**config.mk**
```make
export PLATFORM = sky130hd
export DESIGN_NAME = tanh_vector_seq
export DESIGN_NICKNAME = d
export VERILOG_FILES = /design/src/rtl/tanh_seq_pkg.sv /design/src/rtl/seq_delay_line.sv /design/src/rtl/tanh_vector_seq.sv
export SDC_FILE = /design/constraint.sdc
export NUM_CORES = 1
export LEC_CHECK = 0
export ABC_AREA = 0
export BUFFER_PORTS_ARGS = -buffer_cell sky130_fd_sc_hd__buf_2
export CAP_MARGIN = 30
export CORE_MARGIN = 10
export CORE_UTILIZATION = 50
export CTS_CLUSTER_DIAMETER = 200
export DETAILED_ROUTE_END_ITERATION = 16
export GPL_TIMING_DRIVEN = 0
export PLACE_DENSITY = 0.8
export SLEW_MARGIN = 30
export SYNTH_ARGS = -nofsm -noshare
export SYNTH_HDL_FRONTEND = slang
export SYNTH_SLANG_ARGS = --single-unit
```
**constraint.sdc**
```tcl
create_clock -name clk -period 2.66 [get_ports clk]
set_clock_uncertainty 0.05 [all_clocks]
set_input_delay 0.532 -clock clk [delete_from_list [all_inputs] [get_ports clk]]
set_output_delay 0.532 -clock clk [all_outputs]
set_load 0.02 [all_outputs]
```
**src/rtl/tanh_seq_pkg.sv**
```systemverilog
// ---------------------------------------------------------------------------
// tanh_seq_pkg
// Shared types and constants for the tanh vector sequencer.
//   seq_state_t      : sequencer FSM encoding (also visible on the debug port)
//   FP16_ONE_MAG     : FP16 magnitude bits of 1.0, used for saturation counting
//   TANH_LAT_DEFAULT : latency of the attached tanh pipeline
// ---------------------------------------------------------------------------
package tanh_seq_pkg;

    typedef enum logic [1:0] {
        IDLE  = 2'd0,
        RUN   = 2'd1,
        DRAIN = 2'd2,
        DONE  = 2'd3
    } seq_state_t;

    localparam logic [14:0] FP16_ONE_MAG     = 15'h3c00;
    localparam int          TANH_LAT_DEFAULT = 4;

endpackage

```
**src/rtl/seq_delay_line.sv**
```systemverilog
// ---------------------------------------------------------------------------
// seq_delay_line
// DEPTH-stage shift register, WIDTH bits per stage.
//   clk : clock
//   rst : asynchronous active-high reset, empties every stage
//   clr : synchronous clear, empties every stage (wins over shifting)
//   d   : value loaded into stage 0 each cycle
//   q   : output of the last stage (d delayed by DEPTH cycles)
// ---------------------------------------------------------------------------
module seq_delay_line #(
    parameter int DEPTH = 5,
    parameter int WIDTH = 8
) (
    input  logic             clk,
    input  logic             rst,
    input  logic             clr,
    input  logic [WIDTH-1:0] d,
    output logic [WIDTH-1:0] q
);

    logic [WIDTH-1:0] stage [DEPTH];

    always_ff @(posedge clk or posedge rst) begin
        if (rst) begin
            for (int i = 0; i < DEPTH; i++) stage[i] <= '0;
        end else if (clr) begin
            for (int i = 0; i < DEPTH; i++) stage[i] <= '0;
        end else begin
            stage[0] <= d;
            for (int i = 1; i < DEPTH; i++) stage[i] <= stage[i-1];
        end
    end

    assign q = stage[DEPTH-1];

endmodule

```
**src/rtl/tanh_vector_seq.sv**
```systemverilog
// ---------------------------------------------------------------------------
// tanh_vector_seq
// Streams a vector from an operand RAM through the FP16 tanh pipeline and
// writes the results into a result RAM, one element per cycle.
//   clk, rst          : clock, asynchronous active-high reset
//   start, abort, len : control; len is captured when start is accepted
//   in_rd, in_addr    : operand RAM read (data returns one cycle later)
//   in_data           : operand RAM read data
//   tanh_en, tanh_in  : drive the tanh unit (enable, operand)
//   tanh_out          : tanh unit result
//   out_we, out_addr,
//   out_data          : result RAM write port
//   busy, done        : status (busy in RUN/DRAIN, done is a 1-cycle pulse)
//   sat_count         : results of magnitude exactly 1.0 in the last vector
//   dbg_state         : current FSM state
//
// Control signalling: start and abort are single-cycle level strobes with no
// ready/acknowledge. start is accepted only when the FSM is in IDLE (it wins
// over abort there); abort is accepted only in RUN or DRAIN. A strobe seen in
// any other state is dropped, so the caller must not rely on it being held.
// ---------------------------------------------------------------------------
module tanh_vector_seq
    import tanh_seq_pkg::*;
#(
    parameter int ADDR_W   = 6,
    parameter int TANH_LAT = TANH_LAT_DEFAULT
) (
    input  logic              clk,
    input  logic              rst,
    input  logic              start,
    input  logic              abort,
    input  logic [ADDR_W:0]   len,
    output logic              in_rd,
    output logic [ADDR_W-1:0] in_addr,
    input  logic [15:0]       in_data,
    output logic              tanh_en,
    output logic [15:0]       tanh_in,
    input  logic [15:0]       tanh_out,
    output logic              out_we,
    output logic [ADDR_W-1:0] out_addr,
    output logic [15:0]       out_data,
    output logic              busy,
    output logic              done,
    output logic [ADDR_W:0]   sat_count,
    output seq_state_t        dbg_state
);

    // One stage covers the RAM read latency, TANH_LAT stages cover the tanh
    // pipeline, so the drain lasts the same TANH_LAT+1 cycles.
    localparam int                   DRAIN_W    = $clog2(TANH_LAT + 2);
    localparam logic [DRAIN_W-1:0]   DRAIN_LAST = DRAIN_W'(TANH_LAT);
    localparam logic [ADDR_W:0]      LEN_MAX    = {1'b1, {ADDR_W{1'b0}}};

    seq_state_t          state_q, state_d;
    logic [ADDR_W:0]     len_q;
    logic [ADDR_W-1:0]   rd_addr_q;
    logic [DRAIN_W-1:0]  drain_q;
    logic [ADDR_W:0]     sat_q;

    logic start_ok;
    logic abort_ok;
    logic last_rd;
    logic sat_hit;

    assign start_ok = (state_q == IDLE) && start;
    assign abort_ok = ((state_q == RUN) || (state_q == DRAIN)) && abort;
    assign last_rd  = (state_q == RUN) &&
                      ({1'b0, rd_addr_q} == (len_q - (ADDR_W+1)'(1)));

    // ------------------------------------------------------------------
    // FSM
    // ------------------------------------------------------------------
    always_ff @(posedge clk or posedge rst) begin
        if (rst) state_q <= IDLE;
        else     state_q <= state_d;
    end

    always_comb begin
        state_d = state_q;
        case (state_q)
            IDLE: begin
                if (start) state_d = (len == '0) ? DONE : RUN;
            end
            RUN: begin
                if (abort)        state_d = IDLE;
                else if (last_rd) state_d = DRAIN;
            end
            DRAIN: begin
                if (abort)                        state_d = IDLE;
                else if (drain_q == DRAIN_LAST)   state_d = DONE;
            end
            DONE: begin
                state_d = IDLE;
            end
            default: state_d = IDLE;
        endcase
    end

    // ------------------------------------------------------------------
    // Read address, drain counter, saturation counter
    // ------------------------------------------------------------------
    always_ff @(posedge clk or posedge rst) begin
        if (rst) begin
            len_q     <= '0;
            rd_addr_q <= '0;
            drain_q   <= '0;
            sat_q     <= '0;
        end else begin
            // Out-of-range lengths are clamped so RUN always terminates.
            if (start_ok) begin
                len_q     <= (len > LEN_MAX) ? LEN_MAX : len;
                rd_addr_q <= '0;
            end else if (state_q == RUN) begin
                rd_addr_q <= rd_addr_q + ADDR_W'(1);
            end

            if (state_q == DRAIN) drain_q <= drain_q + DRAIN_W'(1);
            else                  drain_q <= '0;

            // At most 2^ADDR_W hits per vector, so ADDR_W+1 bits never wrap.
            if (start_ok)     sat_q <= '0;
            else if (sat_hit) sat_q <= sat_q + (ADDR_W+1)'(1);
        end
    end

    // ------------------------------------------------------------------
    // {valid, addr} pipe aligned with the read latency + tanh latency.
    // Cleared on abort so nothing issued before the abort is written.
    // ------------------------------------------------------------------
    seq_delay_line #(
        .DEPTH (TANH_LAT + 1),
        .WIDTH (ADDR_W + 1)
    ) u_delay (
        .clk (clk),
        .rst (rst),
        .clr (abort_ok),
        .d   ({in_rd, in_addr}),
        .q   ({out_we, out_addr})
    );

    // ------------------------------------------------------------------
    // Outputs
    // ------------------------------------------------------------------
    assign in_rd     = (state_q == RUN);
    assign in_addr   = rd_addr_q;
    assign busy      = (state_q == RUN) || (state_q == DRAIN);
    // Enable stays high through DRAIN so every pipeline stage of the tanh
    // unit, including its ungated ROM register, advances in lock-step.
    assign tanh_en   = busy;
    assign tanh_in   = in_data;
    assign out_data  = tanh_out;
    assign done      = (state_q == DONE);
    assign sat_hit   = out_we && (out_data[14:0] == FP16_ONE_MAG);
    assign sat_count = sat_q;
    assign dbg_state = state_q;

endmodule

```
==> results.cfg <==
[die]
die_h_um = 96.0
pin_count = 101
fp.dieW_um = 96.0
core-area_sq_um = 5540
die_area_sq_um = 9220
start_util_pct = 52.1
rows = 27

[yosys]
synth-async-reset-ratio_pct = 100
postSynthAreaPerCell_sq_um = 10.7
ys_warn_count = 0
yosysTopAreaCell = dfrtp_1
synthTopCellsByArea = dfrtp_1, buf_4, and2_1
syn_nets = 323
synth_enable_flop_cells = 0
synth_common_cells = dfrtp_1, buf_4, and2_1
seq_area_frac_synth_pct = 52.0
syn_inst = 270
synthFlopType = dfrtp_1
netlist-cell-type-count = 37
syn-cell-area_sq_um = 2890
synth_top_area_share_pct = 52.0
yosysMostFrequentCell = dfrtp_1
ys_ff_latch = 60

[grt]
grt_use_met1_pct = 15.2
grt_pass1_vias = 2167
track_usage_pct = 14.0
met2_usage_pct = 24.0
antenna_found_initial = 0
grt.overflow.total = 0
busiest_layer = met2
grt_max_degree = 48
grt_util_met3_pct = 4.44
grt_pass1_wl_um = 10200

[power_and_ir_drop]
pwr_density_cell_nw_per_um2 = 890
leakage_nw = 1.95
ir_drop_v = 0.000780

[flow_run]
cap_violations = 0

[worst_setup_path]
cp-start-kind = flop
crit_arrival_ns = 2.36
r2r_end = dbg_state[1]$_DFFE_PP0P_
worst_ep_required_time_ns = 2.85
end_kind = flop
reg2reg_slack_ns = 0.49
rr_worst_depth = 7
endpoint = dbg_state[1]$_DFFE_PP0P_
r2r-start = len_q[0]$_DFFE_PP0P_
crit_path_start = len_q[0]$_DFFE_PP0P_
crit_fanout = 6
worstSetupPathType = reg -> reg

[outcome]
status = complete, no violations

[timing]
hold_viol = 0
finalCriticalPeriod_ns = 2.17
worst_pin_slew_ns = 0.538
timing.final.crit_share_pct = 81.4
setup_violations = 0
whs_ns = 0.0709
fin_tns_setup_ns = 0
drv_slew = 0
rsz0062_at_grt = false
fmax_mhz = 462
maxSlewHeadroom_pct = 64.1
setup_slack_ns = 0.494

[place]
place.gp.congestion = 0.881
io_buffer_count = 83
dp_hpwl_um = 4950
place_ws_ns = 0.467
dpl-instance-area_sq_um = 3420

[clock_tree]
postCtsHoldBufs = 0
cts.sinks = 60
ctsResizeCount = 0
path_clk_slew_ns = 0.07
cts_tree = yes
insertion_delay_ns = 0.33
cts-root-buf = clkbuf_8
cts_setup_buffers = 0
htreeDepth = 3
cts_buffer_depth = 2
cts_made_buffers = 9

[routing]
wire_per_inst_um = 14.0
num_vias = 2110
drt-initial-drc-count = 43
dr.pass1.iters = 4
drc = 0
routed_wl_um = 6180
vias_per_cell = 4.77
ant_nets = 0

[final_layout]
diodes = 0
design_area_sq_um = 3590
area_delta_synth_final_pct = 24.4
layout-drive-gt1-share_pct = 38.6
final_nets = 418
final_util_pct = 64.9

[hold_path]
hold_path.class = in -> async
## registers in the layout, summed over array words and instances, names as in the netlist
name	count
u_delay.stage	28
len_q	7
sat_count	7
u_delay.q	7
in_addr	6
drain_q	3
dbg_state	2
## report_power, final
| part | internal [mW] | leakage [nW] | switching [mW] |
|---|---|---|---|
| logic | 0.529 | 1.05 | 0.728 |
| clock network | 0.360 | 0.0824 | 0.332 |
| registers | 1.11 | 0.815 | 0.142 |
## layout make-up
| cell class | count | area (sq um) |
|---|---|---|
| clock inverter | 4 | 25.0 |
| clock buffer | 12 | 145 |
| fill | 470 | 1950 |
| timing repair buffer | 84 | 443 |
| inverter | 14 | 55.1 |
| sequential | 60 | 1500 |
| multi-input combinational | 149 | 1000 |
| tap | 72 | 90.1 |
| buffer | 47 | 332 |
## worst min-delay path by stage
stage                                      from                          end  slack, ns  depth (start not counted)
finish                                      rst     sat_count[0]$_DFFE_PP0P_       0.07                          2
global route                                rst     sat_count[1]$_DFFE_PP0P_       0.08                          2
CTS                                         rst     sat_count[1]$_DFFE_PP0P_       0.07                          2
detailed placement  u_delay.stage[29]$_DFF_PP0_  u_delay.stage[22]$_DFF_PP0_       0.38                          1
global placement    u_delay.stage[18]$_DFF_PP0_  u_delay.stage[11]$_DFF_PP0_       0.38                          1
floorplan            u_delay.stage[7]$_DFF_PP0_       u_delay.q[0]$_DFF_PP0_       0.38                          1
## metrics by stage
| step | std cells | power (mW) |
|---|---|---|
| 2_1_floorplan | 270 | 2.19 |
| 3_3_place_gp | 425 | 2.49 |
| 3_5_place_dp | 426 | 2.54 |
| 4_1_cts | 442 | 3.25 |
| 5_1_grt | 442 | 3.45 |
| 6_report | 442 | 3.20 |
## critical path: stages (launching register included)
cell and delay, ns:
dfrtp_1 0.41, inv_1 0.10, ha_1 0.28, inv_1 0.08
o32ai_1 0.07, a221o_1 0.34, o41ai_2 0.48, mux2i_1 0.27
## metal layers
layer | part of all wire [%] | routed length, um | up-vias
li1 | - | - | 1037
met1 | 39 | 2400 | 971
met2 | 48 | 2950 | 90
met3 | 11 | 704 | 12
met4 | 2.0 | 124 | 0
met5 | 0 | 0 | -
## kinds of logic after synthesis
| family | share of synthesized area [%] |
|---|---|
| AND/OR/NAND/NOR | 19.5 |
| buffers and inverters | 13.3 |
| flip-flops | 52.0 |
| AO/OA/AOI/OAI | 4.63 |
| XOR/XNOR | 4.55 |
| adder cells (fa/ha/maj) | 4.33 |
| multiplexers | 1.73 |
## cell usage in the layout, fill, tap and decap left out, types with 2 or more instances in the layout
| cell | count |
|---|---|
| a21oi_1 | 7 |
| and2_1 | 36 |
| buf_2 | 84 |
| buf_4 | 39 |
| clkbuf_1 | 8 |
| clkbuf_8 | 10 |
| clkinv_2 | 2 |
| clkinvlp_4 | 2 |
| dfrtp_1 | 60 |
| ha_1 | 10 |
| inv_1 | 13 |
| mux2i_1 | 5 |
| nand2_1 | 19 |
| nand3_1 | 2 |
| nand3b_1 | 6 |
| nand4_1 | 3 |
| nor2_1 | 13 |
| nor2b_1 | 2 |
| nor4_1 | 6 |
| o21ai_0 | 5 |
| or3_1 | 4 |
| xnor2_1 | 7 |
| xor2_1 | 8 |
Power figures use the tool's default switching activity.
